--- src/rtl/smem_mem_drain_if.sv ---
// ---------------------------------------------------------------------------
// smem_mem_drain_if
//   Bundles the two bus-like port groups of the SMEM mem drain:
//     - the mem buffer read port (strobe/read number/address out, entry back
//       one cycle later), and
//     - the 512-bit valid/ready output line stream.
//   master : the drain side (smem_mem_drain)
//   slave  : the environment side (mem buffer + line sink)
//   RNW must equal the drain's READ_NUM_WIDTH.
// ---------------------------------------------------------------------------
interface smem_mem_drain_if #(
  parameter int RNW = 6
);
  // mem buffer read port
  logic           mem_rd_en;
  logic [RNW-1:0] mem_rd_read_num;
  logic [6:0]     mem_rd_addr;
  logic [63:0]    mem_rd_x_0;
  logic [63:0]    mem_rd_x_1;
  logic [63:0]    mem_rd_x_2;
  logic [63:0]    mem_rd_x_info;

  // output line stream
  logic           out_valid;
  logic           out_ready;
  logic [511:0]   out_data;
  logic           out_last;
  logic [RNW-1:0] out_read_num;

  modport master (
    output mem_rd_en, mem_rd_read_num, mem_rd_addr,
    input  mem_rd_x_0, mem_rd_x_1, mem_rd_x_2, mem_rd_x_info,
    output out_valid, out_data, out_last, out_read_num,
    input  out_ready
  );

  modport slave (
    input  mem_rd_en, mem_rd_read_num, mem_rd_addr,
    output mem_rd_x_0, mem_rd_x_1, mem_rd_x_2, mem_rd_x_info,
    input  out_valid, out_data, out_last, out_read_num,
    output out_ready
  );
endinterface

--- src/rtl/smem_mem_drain.sv ---
// ---------------------------------------------------------------------------
// smem_mem_drain
//   Reader side of the backward-extension mem storage. Finish events
//   {read_num, mem_size} are queued in a small FIFO; for each event the FSM
//   emits one header line and then reads entries 0..mem_size-1 from the mem
//   buffer, packing two entries per 512-bit output line.
//
// Ports
//   clk              clock
//   rst              asynchronous active-low reset
//   finish_sign      1-cycle pulse: a read's mem entries are complete
//   finish_read_num  read number of the finish event
//   finish_mem_size  entry count of the finish event (0..127)
//   stall_req        FIFO occupancy >= FIFO_DEPTH-1
//   overflow         sticky: a finish event was dropped (FIFO full)
//   lines_sent       accepted line count (stats build only, else 0)
//   reads_done       accepted last-line count (stats build only, else 0)
//   bus              smem_mem_drain_if.master: mem read port + line stream
//
// Build option
//   DRAIN_STATS_EN   when defined, builds the 32-bit wrapping lines_sent /
//                    reads_done counters; otherwise both are tied to 0.
//
// State | meaning
//   IDLE | waiting for a queued finish event; pops it and builds the header
//   HDR  | header line offered; leaves on accept
//   RD0  | read strobe for entry idx
//   RD1  | capture entry idx into the low half; read idx+1 if it exists
//   EMIT | first cycle completes the upper half, then offers the line
// ---------------------------------------------------------------------------
module smem_mem_drain #(
  parameter int READ_NUM_WIDTH = 6,
  parameter int FIFO_DEPTH     = 8,
  parameter int CL             = 512
) (
  input  logic                      clk,
  input  logic                      rst,
  input  logic                      finish_sign,
  input  logic [READ_NUM_WIDTH-1:0] finish_read_num,
  input  logic [6:0]                finish_mem_size,
  output logic                      stall_req,
  output logic                      overflow,
  output logic [31:0]               lines_sent,
  output logic [31:0]               reads_done,
  smem_mem_drain_if.master          bus
);

  localparam int PW   = $clog2(FIFO_DEPTH);
  localparam int EW   = READ_NUM_WIDTH + 7;
  localparam int HALF = CL / 2;

  localparam logic [PW-1:0] PTR_ONE  = PW'(1);
  localparam logic [PW:0]   CNT_ONE  = (PW+1)'(1);
  localparam logic [PW:0]   CNT_FULL = (PW+1)'(FIFO_DEPTH);
  localparam logic [PW:0]   CNT_STAL = (PW+1)'(FIFO_DEPTH - 1);

  typedef enum logic [2:0] {
    S_IDLE = 3'd0,
    S_HDR  = 3'd1,
    S_RD0  = 3'd2,
    S_RD1  = 3'd3,
    S_EMIT = 3'd4
  } state_e;

  // ---------------------------------------------------------------------------
  // Finish-event FIFO
  // ---------------------------------------------------------------------------
  logic [EW-1:0] fifo_mem [FIFO_DEPTH];
  logic [PW-1:0] wr_ptr_q, wr_ptr_d;
  logic [PW-1:0] rd_ptr_q, rd_ptr_d;
  logic [PW:0]   cnt_q, cnt_d;
  logic          overflow_q, overflow_d;
  logic          fifo_empty, fifo_full;
  logic          push, pop;
  logic [EW-1:0] fifo_head;

  assign fifo_empty = (cnt_q == '0);
  assign fifo_full  = (cnt_q == CNT_FULL);
  assign fifo_head  = fifo_mem[rd_ptr_q];

  // A pop in the same cycle frees the slot the push needs, so a full FIFO
  // still accepts the event then.
  assign push = finish_sign && (!fifo_full || pop);

  always_comb begin
    wr_ptr_d   = wr_ptr_q;
    rd_ptr_d   = rd_ptr_q;
    cnt_d      = cnt_q;
    overflow_d = overflow_q;
    if (push) wr_ptr_d = wr_ptr_q + PTR_ONE;
    if (pop)  rd_ptr_d = rd_ptr_q + PTR_ONE;
    case ({push, pop})
      2'b10:   cnt_d = cnt_q + CNT_ONE;
      2'b01:   cnt_d = cnt_q - CNT_ONE;
      default: cnt_d = cnt_q;
    endcase
    if (finish_sign && !push) overflow_d = 1'b1;
  end

  // Storage needs no reset: occupancy alone decides which slots are live.
  always_ff @(posedge clk) begin
    if (push) fifo_mem[wr_ptr_q] <= {finish_read_num, finish_mem_size};
  end

  always_ff @(posedge clk or negedge rst) begin
    if (!rst) begin
      wr_ptr_q   <= '0;
      rd_ptr_q   <= '0;
      cnt_q      <= '0;
      overflow_q <= 1'b0;
    end else begin
      wr_ptr_q   <= wr_ptr_d;
      rd_ptr_q   <= rd_ptr_d;
      cnt_q      <= cnt_d;
      overflow_q <= overflow_d;
    end
  end

  assign stall_req = (cnt_q >= CNT_STAL);
  assign overflow  = overflow_q;

  // ---------------------------------------------------------------------------
  // Drain FSM
  // ---------------------------------------------------------------------------
  state_e                    state_q, state_d;
  logic [READ_NUM_WIDTH-1:0] rn_q, rn_d;
  logic [6:0]                size_q, size_d;
  logic [7:0]                idx_q, idx_d;
  logic [CL-1:0]             line_q, line_d;
  logic                      full_q, full_d;   // EMIT: upper half settled
  logic                      pend_q, pend_d;   // second entry read issued

  logic                      out_valid_c;
  logic                      out_last_c;
  logic                      rd_en_c;
  logic [6:0]                rd_addr_c;
  logic [7:0]                idx_p1, idx_p2, size8;
  logic [HALF-1:0]           entry_w;

  assign idx_p1  = idx_q + 8'd1;
  assign idx_p2  = idx_q + 8'd2;
  assign size8   = {1'b0, size_q};
  assign entry_w = {bus.mem_rd_x_info, bus.mem_rd_x_2, bus.mem_rd_x_1, bus.mem_rd_x_0};

  always_comb begin
    state_d     = state_q;
    rn_d        = rn_q;
    size_d      = size_q;
    idx_d       = idx_q;
    line_d      = line_q;
    full_d      = full_q;
    pend_d      = pend_q;
    pop         = 1'b0;
    rd_en_c     = 1'b0;
    rd_addr_c   = '0;
    out_valid_c = 1'b0;
    out_last_c  = 1'b0;

    case (state_q)
      S_IDLE: begin
        if (!fifo_empty) begin
          pop                        = 1'b1;
          rn_d                       = fifo_head[EW-1:7];
          size_d                     = fifo_head[6:0];
          idx_d                      = '0;
          line_d                     = '0;
          line_d[6:0]                = fifo_head[6:0];
          line_d[7 +: READ_NUM_WIDTH] = fifo_head[EW-1:7];
          state_d                    = S_HDR;
        end
      end

      S_HDR: begin
        out_valid_c = 1'b1;
        out_last_c  = (size_q == 7'd0);
        if (bus.out_ready) state_d = out_last_c ? S_IDLE : S_RD0;
      end

      S_RD0: begin
        rd_en_c   = 1'b1;
        rd_addr_c = idx_q[6:0];
        state_d   = S_RD1;
      end

      S_RD1: begin
        line_d[HALF-1:0]  = entry_w;
        line_d[CL-1:HALF] = '0;
        full_d            = 1'b0;
        if (idx_p1 < size8) begin
          rd_en_c   = 1'b1;
          rd_addr_c = idx_p1[6:0];
          pend_d    = 1'b1;
        end else begin
          pend_d    = 1'b0;
        end
        state_d = S_EMIT;
      end

      S_EMIT: begin
        if (!full_q) begin
          // Second entry lands this cycle; an odd tail keeps the zeroed half.
          if (pend_q) line_d[CL-1:HALF] = entry_w;
          pend_d = 1'b0;
          full_d = 1'b1;
        end else begin
          out_valid_c = 1'b1;
          out_last_c  = (idx_p2 >= size8);
          if (bus.out_ready) begin
            idx_d   = idx_p2;
            full_d  = 1'b0;
            state_d = out_last_c ? S_IDLE : S_RD0;
          end
        end
      end

      default: state_d = S_IDLE;
    endcase
  end

  always_ff @(posedge clk or negedge rst) begin
    if (!rst) begin
      state_q <= S_IDLE;
      rn_q    <= '0;
      size_q  <= '0;
      idx_q   <= '0;
      line_q  <= '0;
      full_q  <= 1'b0;
      pend_q  <= 1'b0;
    end else begin
      state_q <= state_d;
      rn_q    <= rn_d;
      size_q  <= size_d;
      idx_q   <= idx_d;
      line_q  <= line_d;
      full_q  <= full_d;
      pend_q  <= pend_d;
    end
  end

  // Payload is gated by valid so the stream reads all-zero between lines.
  assign bus.out_valid       = out_valid_c;
  assign bus.out_last        = out_last_c;
  assign bus.out_data        = out_valid_c ? line_q : '0;
  assign bus.out_read_num    = out_valid_c ? rn_q : '0;
  assign bus.mem_rd_en       = rd_en_c;
  assign bus.mem_rd_addr     = rd_addr_c;
  assign bus.mem_rd_read_num = rd_en_c ? rn_q : '0;

  // ---------------------------------------------------------------------------
  // Statistics
  // ---------------------------------------------------------------------------
`ifdef DRAIN_STATS_EN
  logic [31:0] lines_sent_q, lines_sent_d;
  logic [31:0] reads_done_q, reads_done_d;

  always_comb begin
    lines_sent_d = lines_sent_q;
    reads_done_d = reads_done_q;
    if (out_valid_c && bus.out_ready) begin
      lines_sent_d = lines_sent_q + 32'd1;
      if (out_last_c) reads_done_d = reads_done_q + 32'd1;
    end
  end

  always_ff @(posedge clk or negedge rst) begin
    if (!rst) begin
      lines_sent_q <= '0;
      reads_done_q <= '0;
    end else begin
      lines_sent_q <= lines_sent_d;
      reads_done_q <= reads_done_d;
    end
  end

  assign lines_sent = lines_sent_q;
  assign reads_done = reads_done_q;
`else
  assign lines_sent = '0;
  assign reads_done = '0;
`endif

endmodule

--- src/flat_wrapper.sv ---
// flat-port wrapper written by rule: the top's interface ports become plain ports
module smem_mem_drain_flat 
#(
  parameter int READ_NUM_WIDTH = 6,
  parameter int FIFO_DEPTH     = 8,
  parameter int CL             = 512
)
  (clk, rst, finish_sign, finish_read_num, finish_mem_size, stall_req, overflow, lines_sent, reads_done, bus_mem_rd_en, bus_mem_rd_read_num, bus_mem_rd_addr, bus_mem_rd_x_0, bus_mem_rd_x_1, bus_mem_rd_x_2, bus_mem_rd_x_info, bus_out_valid, bus_out_data, bus_out_last, bus_out_read_num, bus_out_ready);
  smem_mem_drain_if #(.RNW((6))) bus_i ();
  input  logic clk;
  input  logic rst;
  input  logic finish_sign;
  input  logic [READ_NUM_WIDTH-1:0] finish_read_num;
  input  logic [6:0] finish_mem_size;
  output logic stall_req;
  output logic overflow;
  output logic [31:0] lines_sent;
  output logic [31:0] reads_done;
  output wire logic [$bits(bus_i.mem_rd_en)-1:0] bus_mem_rd_en;
  output wire logic [$bits(bus_i.mem_rd_read_num)-1:0] bus_mem_rd_read_num;
  output wire logic [$bits(bus_i.mem_rd_addr)-1:0] bus_mem_rd_addr;
  input wire logic [$bits(bus_i.mem_rd_x_0)-1:0] bus_mem_rd_x_0;
  input wire logic [$bits(bus_i.mem_rd_x_1)-1:0] bus_mem_rd_x_1;
  input wire logic [$bits(bus_i.mem_rd_x_2)-1:0] bus_mem_rd_x_2;
  input wire logic [$bits(bus_i.mem_rd_x_info)-1:0] bus_mem_rd_x_info;
  output wire logic [$bits(bus_i.out_valid)-1:0] bus_out_valid;
  output wire logic [$bits(bus_i.out_data)-1:0] bus_out_data;
  output wire logic [$bits(bus_i.out_last)-1:0] bus_out_last;
  output wire logic [$bits(bus_i.out_read_num)-1:0] bus_out_read_num;
  input wire logic [$bits(bus_i.out_ready)-1:0] bus_out_ready;
  assign bus_mem_rd_en = bus_i.mem_rd_en;
  assign bus_mem_rd_read_num = bus_i.mem_rd_read_num;
  assign bus_mem_rd_addr = bus_i.mem_rd_addr;
  assign bus_i.mem_rd_x_0 = bus_mem_rd_x_0;
  assign bus_i.mem_rd_x_1 = bus_mem_rd_x_1;
  assign bus_i.mem_rd_x_2 = bus_mem_rd_x_2;
  assign bus_i.mem_rd_x_info = bus_mem_rd_x_info;
  assign bus_out_valid = bus_i.out_valid;
  assign bus_out_data = bus_i.out_data;
  assign bus_out_last = bus_i.out_last;
  assign bus_out_read_num = bus_i.out_read_num;
  assign bus_i.out_ready = bus_out_ready;
  smem_mem_drain #(.READ_NUM_WIDTH(READ_NUM_WIDTH), .FIFO_DEPTH(FIFO_DEPTH), .CL(CL)) u_core (.clk(clk), .rst(rst), .finish_sign(finish_sign), .finish_read_num(finish_read_num), .finish_mem_size(finish_mem_size), .stall_req(stall_req), .overflow(overflow), .lines_sent(lines_sent), .reads_done(reads_done), .bus(bus_i));
endmodule
--- config.mk ---
export PLATFORM = sky130hd
export DESIGN_NAME = smem_mem_drain_flat
export DESIGN_NICKNAME = d
export VERILOG_FILES = /design/src/rtl/smem_mem_drain_if.sv /design/src/rtl/smem_mem_drain.sv /design/src/flat_wrapper.sv
export SDC_FILE = /design/constraint.sdc
export NUM_CORES = 1
export LEC_CHECK = 0
export CAP_MARGIN = 5
export CORE_AREA = 2 2 339 341
export CTS_CLUSTER_DIAMETER = 100
export DETAILED_ROUTE_END_ITERATION = 6
export DIE_AREA = 0 0 341 343
export HOLD_SLACK_MARGIN = 0.1
export SLEW_MARGIN = 20
export SYNTH_ARGS = -nofsm -noshare
export SYNTH_HDL_FRONTEND = slang
export SYNTH_SLANG_ARGS = --single-unit
export TNS_END_PERCENT = 30
--- constraint.sdc ---
create_clock -name clk -period 6.95 [get_ports clk]
set_clock_uncertainty 0.1 [all_clocks]
set_input_delay 1.7375 -clock clk [delete_from_list [all_inputs] [get_ports clk]]
set_output_delay 1.7375 -clock clk [all_outputs]
set_load 0.05 [all_outputs]
# Word level (Yosys, flattened, before mapping)

Memories as Yosys holds them, arrays and structs flattened.
Cells that the tools add are included.

Memories: 1
Output and inout port bits: 600
Register bits: 549
Logic and storage cells: 92
Memory bits (writable): 104
Bits of input ports: 273

Memory list:

| name            | words | width | read ports | clocked after memory_dff | wr ports | line                 | RTL |
|---|---|---|---|---|---|---|---|
| u_core.fifo_mem | 8     | 13    | 1          | 0                        | 1        | smem_mem_drain.sv:68 | `logic [EW-1:0] fifo_mem [FIFO_DEPTH];` |

Reductions and logical operators: 19
$lt $le $gt $ge: 3
Multiplexer cells: 37
Add/sub/neg operators: 6
Bitwise operators: 1
Equality and inequality tests: 13

Operator list:

| operator              | count |
|---|---|
| $mux W512             | 2 |
| $pmux W256 S3         | 1 |
| $mux W256             | 2 |
| $pmux W256 S2         | 1 |
| $mux W8               | 3 |
| $pmux W8 S2           | 1 |
| $pmux W3 S5           | 1 |
| $pmux W7 S2           | 1 |
| $mux W3               | 4 |
| $mux W6               | 2 |
| $reduce_and A4 Y1     | 3 |
| $mux W1               | 10 |
| $pmux W1 S2           | 5 |
| $add A8 B1 Y8 const B | 1 |
| $add A8 B2 Y8 const B | 1 |
| $ge A8 B7 Y1          | 1 |
| $lt A8 B7 Y1          | 1 |
| $ne A2 B2 Y1 const B  | 4 |
| $pmux W4 S2           | 1 |
| $reduce_bool A2 Y1    | 4 |
| $logic_not A7 Y1      | 1 |
| $mux W7               | 1 |
| $add A3 B1 Y3 const B | 2 |
| $eq A3 B2 Y1 const B  | 2 |
| other kinds (18)      | 24 |

# Longest topological paths before layout

Gate-level depths: netlist of run 1.

Word-level depth: 7
Mapped depth: 14
Depth with buffers taken out: 11

# Worst setup path after synthesis of run 1

Ideal clock, no wire load.

Path kind: flip-flop to output port
From: reg u_core.idx_q[3]
To: out bus_out_last
Arrival: 2,530 ps
Required time: 5,112 ps
Path buffers: 1
Stages on the path, launching flop included: 11
Slack: 2,582 ps
Path through: dfrtp_1 clkbuf_1 and3_1 nand3_1 xnor2_1 ha_1 and3_1 o2111ai_1 o211ai_1 nand3_1 a21oi_1

Word-level cells in the longest chain between the ends: 4

Ends and longest elaborated chain:

| what                     | line                  | RTL |
|---|---|---|
| start: declaration       | smem_mem_drain.sv:128 | `logic [7:0] idx_q, idx_d;` |
| start signal: assignment | smem_mem_drain.sv:233 | `idx_q <= idx_d;` |
| $add A8 B2 Y8            | smem_mem_drain.sv:141 | `assign idx_p2 = idx_q + 8'd2;` |
| $ge A8 B7 Y1             | smem_mem_drain.sv:207 | `out_last_c = (idx_p2 >= size8);` |
| $mux W1                  | smem_mem_drain.sv:200 | `if (!full_q) begin` |
| $pmux W1 S2              | smem_mem_drain.sv:159 | `case (state_q)` |
| end: declaration         | flat_wrapper.sv:28    | `output wire logic [$bits(bus_i.out_last)-1:0] bus_out_last;` |

No other way between the ends.

# Final worst setup path of run 1

Ends and elaborated chain as after synthesis.

==> qor.yml, run 1 <==
setup_path:
  end_kind: "output port"
  worstReg2RegEnd: "u_core.line_q[106]"
  r2r_setup_slack_ps: 2830
  required_ps: 5110
  crit_arrival_ps: 3860
  r2r_cells: 6
  worst-path-max-fanout: 8
  start_kind: "register"
  critPathKind: "reg2out"
  timing.rr.start: "u_core.state_q[1]"
yosys:
  synthArstFlopShare: 0.840
  syn_area_per_cell_um2: 10.6
  yosysSeqAreaShare: 0.567
  synthCells: 2792
  synth_top_area_frac: 0.462
  synth_edf_count: 104
  yosysWarnings: 0
  synth_area_leader_cell: "dfrtp_1"
  synth_seq_cells: 652
  synth_area_um2: 29700
  netlist-cell-type-count: 51
  netlist_top_cells_area: "dfrtp_1, and2_1, edfxtp_1"
  synthFlopType: "dfrtp_1"
hold_path:
  min_to: "u_core.overflow"
  min_path_cells: 1
  hp-start: "u_core.overflow"
  hp-class: "reg2reg"
final_layout:
  drive_above_1_share: 0.0584
  fin_nets: 3756
  area_growth_pct: 39.7
  final_core_util: 0.366
  fillerInstances: 11300
power:
  power_switching_uw: 7850
  power.density_nw_per_um2: 436
  p_int_uw: 10200
  p_sw_frac: 0.434
  p_leak_uw: 0.0171
  power_frac_clock: 0.244
  combPwrFrac: 0.431
  seqPwrFrac: 0.325
  power.ir.vdd_worst_mv: 0.364
drt:
  wl_per_cell_um: 20.6
  viasPerCell: 4.60
  routed_wirelength_mm: 104
  drtIter0Drc: 1594
  ant_nets: 0
  vias: 23200
  drc: 0
  drtPass1Iterations: 5
sta:
  slew_viol_final: 0
  post-route-period-util: 0.820
  slew_headroom: 0.229
  tns_ps: 0
  hold_violations: 0
  worst_pin_slew_ps: 1160
  post-route-min-period_ps: 5700
  setup_violations: 0
  rsz0062_at_grt: "no"
  fmax_ghz: 0.176
global_routing:
  grt_max_degree: 222
  antenna_found_initial: 12
  grt_usage: 0.171
  grt_pass1_vias: 22800
  gr-total-overflow: 0
  grt_pass1_wl_mm: 152
die:
  ios: 873
  core-area_um2: 113000
  start_util: 0.262
  row_count: 124
  die_h_um: 343
  design.die.area_um2: 117000
  die_w_um: 341
place:
  dp_hpwl_mm: 69.6
  gp_congestion: 0.843
  place.port_buffers: 808
clock_tree:
  cts_setup_buffers: 0
  hold_buffers: 0
  clkTransAtPathRegs_ps: 70
  clk_latency_ps: 660
  cts_buffers: 79
  cts_tree: "built"
  h-tree-depth: 3
  clock_sinks: 652
  cts_max_path_buffers: 3
  cts_root_buf: "clkbuf_16"
  cts_repair_resize_count: 0
run_status:
  status: "complete, no violations"
run:
  max_cap_viol_count: 0
==> cells by family (layout without fill, tap and decap cells) <==
logic type / after synthesis / in the layout / synth area share
AOI/OAI and AO/OA: 581 / 581 / 0.131
xor gates and xnor gates: 11 / 11 / 0.00325
adders and majority gates: 20 / 20 / 0.00868
buffers and inverters: 330 / 1000 / 0.0593
DFF: 652 / 652 / 0.567
muxes: 41 / 41 / 0.0248
other: 1 / 72 / 0.000126
and+or+nand+nor: 1156 / 1156 / 0.205
==> critical path: stages (launching register included) <==
cell and delay, ps:
dfrtp_1 490, and3_1 260, nand3_1 120, xnor2_1 180, ha_1 320, and3_1 180
o2111ai_1 130, o211ai_1 190, nand3_1 130, a21oi_1 300, clkdlybuf4s50_1 900
==> per-layer routing <==
layer	part of all wire	GRT usage	vias up
met5	0.00042	0	-
met4	0.029	0.0586	6
met3	0.062	0.0404	167
met2	0.48	0.273	745
met1	0.43	0.226	11400
li1	-	-	10900
==> power groups by stage <==
| stage | Sequential (µW) | Combinational (µW) | Clock, µW |
|---|---|---|---|
| global route | 6000 | 8400 | 4690 |
| finish | 5880 | 7810 | 4410 |
| detailed placement | 5920 | 7890 | 0 |
| CTS | 5870 | 7920 | 4540 |
| floorplan | 5530 | 5720 | 0 |
| global placement | 5910 | 7850 | 0 |
==> cell type report <==
| type | instances | area (µm²) | area share |
|---|---|---|---|
| Inverter | 13 | 48.8 | 0.00118 |
| Clock buffer | 108 | 2220 | 0.0534 |
| Timing Repair Buffer | 844 | 8500 | 0.205 |
| Clock inverter | 35 | 574 | 0.0138 |
| Sequential cell | 652 | 16800 | 0.406 |
| Tap cell | 1512 | 1890 | 0.0456 |
| Multi-Input combinational cell | 1873 | 11400 | 0.274 |
| Antenna cell | 8 | 20.0 | 0.000483 |
==> sequential cells by signal (all words and copies together), names as in the netlist, 3 cells and up <==
signal / count
u_core.fifo_mem: 104
u_core.cnt_q: 4
u_core.size_q: 7
u_core.idx_q: 7
u_core.rd_ptr_q: 3
u_core.line_q: 512
u_core.rn_q: 6
u_core.wr_ptr_q: 3
u_core.state_q: 3
==> synth_stat cells, drive strengths merged, types with 2 or more instances <==
cell / instances
a22o: 247
a21oi: 36
edfxtp: 104
buf: 147
and3: 19
nand2: 289
mux2i: 14
nand3: 261
mux4: 26
nand3b: 2
and2: 521
inv: 13
nor2b: 5
nor4: 2
o211ai: 2
nor3: 5
ha: 19
dfrtp: 548
o21ai: 281
or4: 2
o21a: 2
nand2b: 5
xor2: 3
nor2: 41
xnor2: 8
a21o: 5
clkbuf: 170
==> worst max-delay path by stage <==
stage | start | end | slack (ps)
4_1_cts | u_core.idx_q[4] | bus_out_last | 1210
3_5_place_dp | u_core.idx_q[4] | bus_out_last | 2020
5_1_grt | u_core.idx_q[3] | bus_out_last | 1010
2_1_floorplan | u_core.idx_q[3] | bus_out_last | 2580
3_3_place_gp | u_core.idx_q[4] | bus_out_last | 2000
6_report | u_core.idx_q[3] | bus_out_last | 1250
==> metrics by stage <==
stage	hold slack, ps	worst slack (ps)	power (µW)	area [µm²]	std cells
after floorplan	358	2580	11300	29900	2855
after global placement	359	2000	13800	38700	4894
after detailed placement	355	2020	13800	38700	4894
after CTS	374	1210	18300	41400	5037
after global routing	401	1010	19100	41500	5045
final	368	1250	18100	41500	5045
==> cells in the final DEF (no fill, tap or decap), drive strengths merged, types with 2 or more instances in the layout <==
master / instances
a21o: 5
a21oi: 36
a22o: 247
and2: 521
and3: 19
buf: 37
bufinv: 10
clkbuf: 108
clkdlybuf4s50: 807
clkinv: 18
clkinvlp: 2
conb: 64
dfrtp: 548
diode: 8
edfxtp: 104
ha: 19
inv: 18
mux2i: 14
mux4: 26
nand2: 289
nand2b: 5
nand3: 261
nand3b: 2
nor2: 41
nor2b: 5
nor3: 5
nor4: 2
o211ai: 2
o21a: 2
o21ai: 281
or4: 2
xnor2: 8
xor2: 3
(Power assumes the default switching activity.)
==> run 2: changes to the inputs <==
CORE_AREA = 2 2 336 338   (was 2 2 339 341)
DIE_AREA = 0 0 338 340   (was 0 0 341 343)
clock period = 4.6 ns   (was 6.95 ns; I/O delays follow)
==> run 2 against run 1 <==
Effect of this change: worst hold slack improved by 11 ps; flip-flop and latch count unchanged; clock-buffer cell count up 2; total power increased by 53%; via count grew 1.6%; cell count is 0.91% higher; sequential power grew 49%; core utilization grew 1.1 points.
==> qor.yml, run 2 (synthesized netlist as in run 1, its figures left out) <==
die:
  design.die.area_um2: 115000  # -1.7%
  die_h_um: 340  # -0.87%
  row_count: 123  # -0.81%
  core-area_um2: 112000  # -1.6%
  ios: 873  # unchanged
  die_w_um: 338  # -0.88%
  start_util: 0.266  # +0.00431
clock_tree:
  cts_setup_buffers: 0  # unchanged
  cts_buffers: 79  # unchanged
  cts_root_buf: "clkbuf_16"
  cts_tree: "built"
  h-tree-depth: 3  # unchanged
  cts_repair_resize_count: 24  # +24
  clock_sinks: 652  # unchanged
  hold_buffers: 0  # unchanged
  cts_max_path_buffers: 3  # unchanged
  clkTransAtPathRegs_ps: 60  # about the same
  clk_latency_ps: 640  # -20 ps
power:
  p_leak_uw: 0.0193  # +13%
  power.density_nw_per_um2: 661  # +51%
  power.ir.vdd_worst_mv: 0.456  # +25%
sta:
  slew_headroom: 0.284  # +0.0553
  rsz0062_at_grt: "no"
  post-route-min-period_ps: 4400
  worst_slack_ps: 198  # -1060 ps
  slew_viol_final: 0  # unchanged
  hold_violations: 0  # unchanged
  fmax_ghz: 0.227
  worst_pin_slew_ps: 1070  # -83.0 ps
  setup_violations: 0  # unchanged
  holdWs_ps: 379  # +11.3 ps
  post-route-period-util: 0.957
  tns_ps: 0  # unchanged
final_layout:
  final_cell_mix: "clkdlybuf4s50_1, dfrtp_1, and2_1"
  largestRegisters: "u_core.line_q (512), u_core.fifo_mem (104)"
  final_common_cell: "clkdlybuf4s50_1"
  area_growth_pct: 41.4
  final_core_util: 0.376  # +0.0107
  stdcell_area_um2: 42000  # +1.3%
  fin_nets: 3809  # +1.4%
  largest-register: "u_core.line_q"
  drive_above_1_share: 0.118  # +0.0591
  largest_reg_flops: 512  # unchanged
global_routing:
  grtUsageMet2: 0.281  # +0.00813
  gr-usage-met3: 0.0374  # -0.00302
  grt_pass1_wl_mm: 154  # +0.96%
  grt-busiest-layer: "met2"
  gr-total-overflow: 0  # unchanged
  grt_usage: 0.175  # +0.00423
  use_met1: 0.234  # +0.00777
  antenna_found_initial: 14  # +2
  grt_pass1_vias: 23200  # +1.9%
  grt_max_degree: 146  # -34%
hold_path:
  hp-class: "reg2reg"
drt:
  ant_nets: 0  # unchanged
  drtPass1Iterations: 5  # unchanged
  wl_per_cell_um: 20.5  # -0.59%
  drtIter0Drc: 1580  # -0.88%
  routed_wirelength_mm: 104  # +0.32%
  drc: 0  # unchanged
  viasPerCell: 4.63  # +0.70%
  vias: 23600  # +1.6%
run:
  max_cap_viol_count: 0  # unchanged
setup_path:
  required_ps: 3350  # -1760 ps
  cp_cell_sequence: "nor2b_1, mux2i_1, nor2_4, buf_12, buf_4, and2_1, clkdlybuf4s50_1"
  worst-path-max-fanout: 47  # +39
  critPathKind: "reg2out"
  end_kind: "output port"
  cp_slowest_cell: "clkdlybuf4s50_1"
  slowest_delay_ps: 820  # -80 ps
  start_kind: "register"
  crit_arrival_ps: 3150  # -710 ps
place:
  dp_worst_setup_slack_ps: 577  # -1440 ps
  gp_congestion: 0.869  # +3.1%
  place.port_buffers: 808  # unchanged
  place_area_um2: 38900  # +0.73%
  dp_hpwl_mm: 72.5  # +4.2%
run_status:
  status: "complete, no violations"
run 2: layout make-up:
type / count / area (µm²)
Clock inverter: 36 / 588
Multi-Input combinational cell: 1873 / 11400
Inverter: 13 / 48.8
Antenna cell: 10 / 25.0
Sequential cell: 652 / 16800
Clock buffer: 110 / 2250
Fill cell: 11000 / 69600
Timing Repair Buffer: 897 / 8970
Tap cell: 1500 / 1880
run 2: final timing paths:
kind	startpoint	end	slack, ps	depth (start not counted)
setup / recovery	u_core.full_q	bus_out_data[400]	200	7
hold / removal	u_core.overflow	u_core.overflow	380	1
setup reg to reg	u_core.state_q[2]	u_core.cnt_q[3]	1290	12
hold reg to reg	u_core.overflow	u_core.overflow	380	1
max in group asynchronous	rst	u_core.line_q[423]	2720	2
min in group asynchronous	rst	u_core.line_q[19]	400	1
run 2: stage by stage:
stage	total power, µW	cells
finish	27700	5091
floorplan	17000	2855
global route	29200	5089
CTS	28100	5081
detailed placement	21300	4935
global placement	21200	4935
run 2: power by group:
part / internal, µW / total (µW) / switching [µW]
clock network: 4040 / 6680 / 2640
registers: 7680 / 8770 / 1090
logic: 4110 / 12300 / 8180
run 2: per-layer routing:
metal | vias to the layer above | share of wire
met3 | 134 | 0.064
met2 | 779 | 0.48
met1 | 11700 | 0.43
met5 | - | 0.00036
li1 | 11000 | -
met4 | 6 | 0.027
run 2: critical path: cells and delay by family, from the launching register on:
family / cells / cell delay, ps
DFF: 1 / 500
and+or+nand+nor: 3 / 520
muxes: 1 / 130
buffers and inverters: 3 / 1320
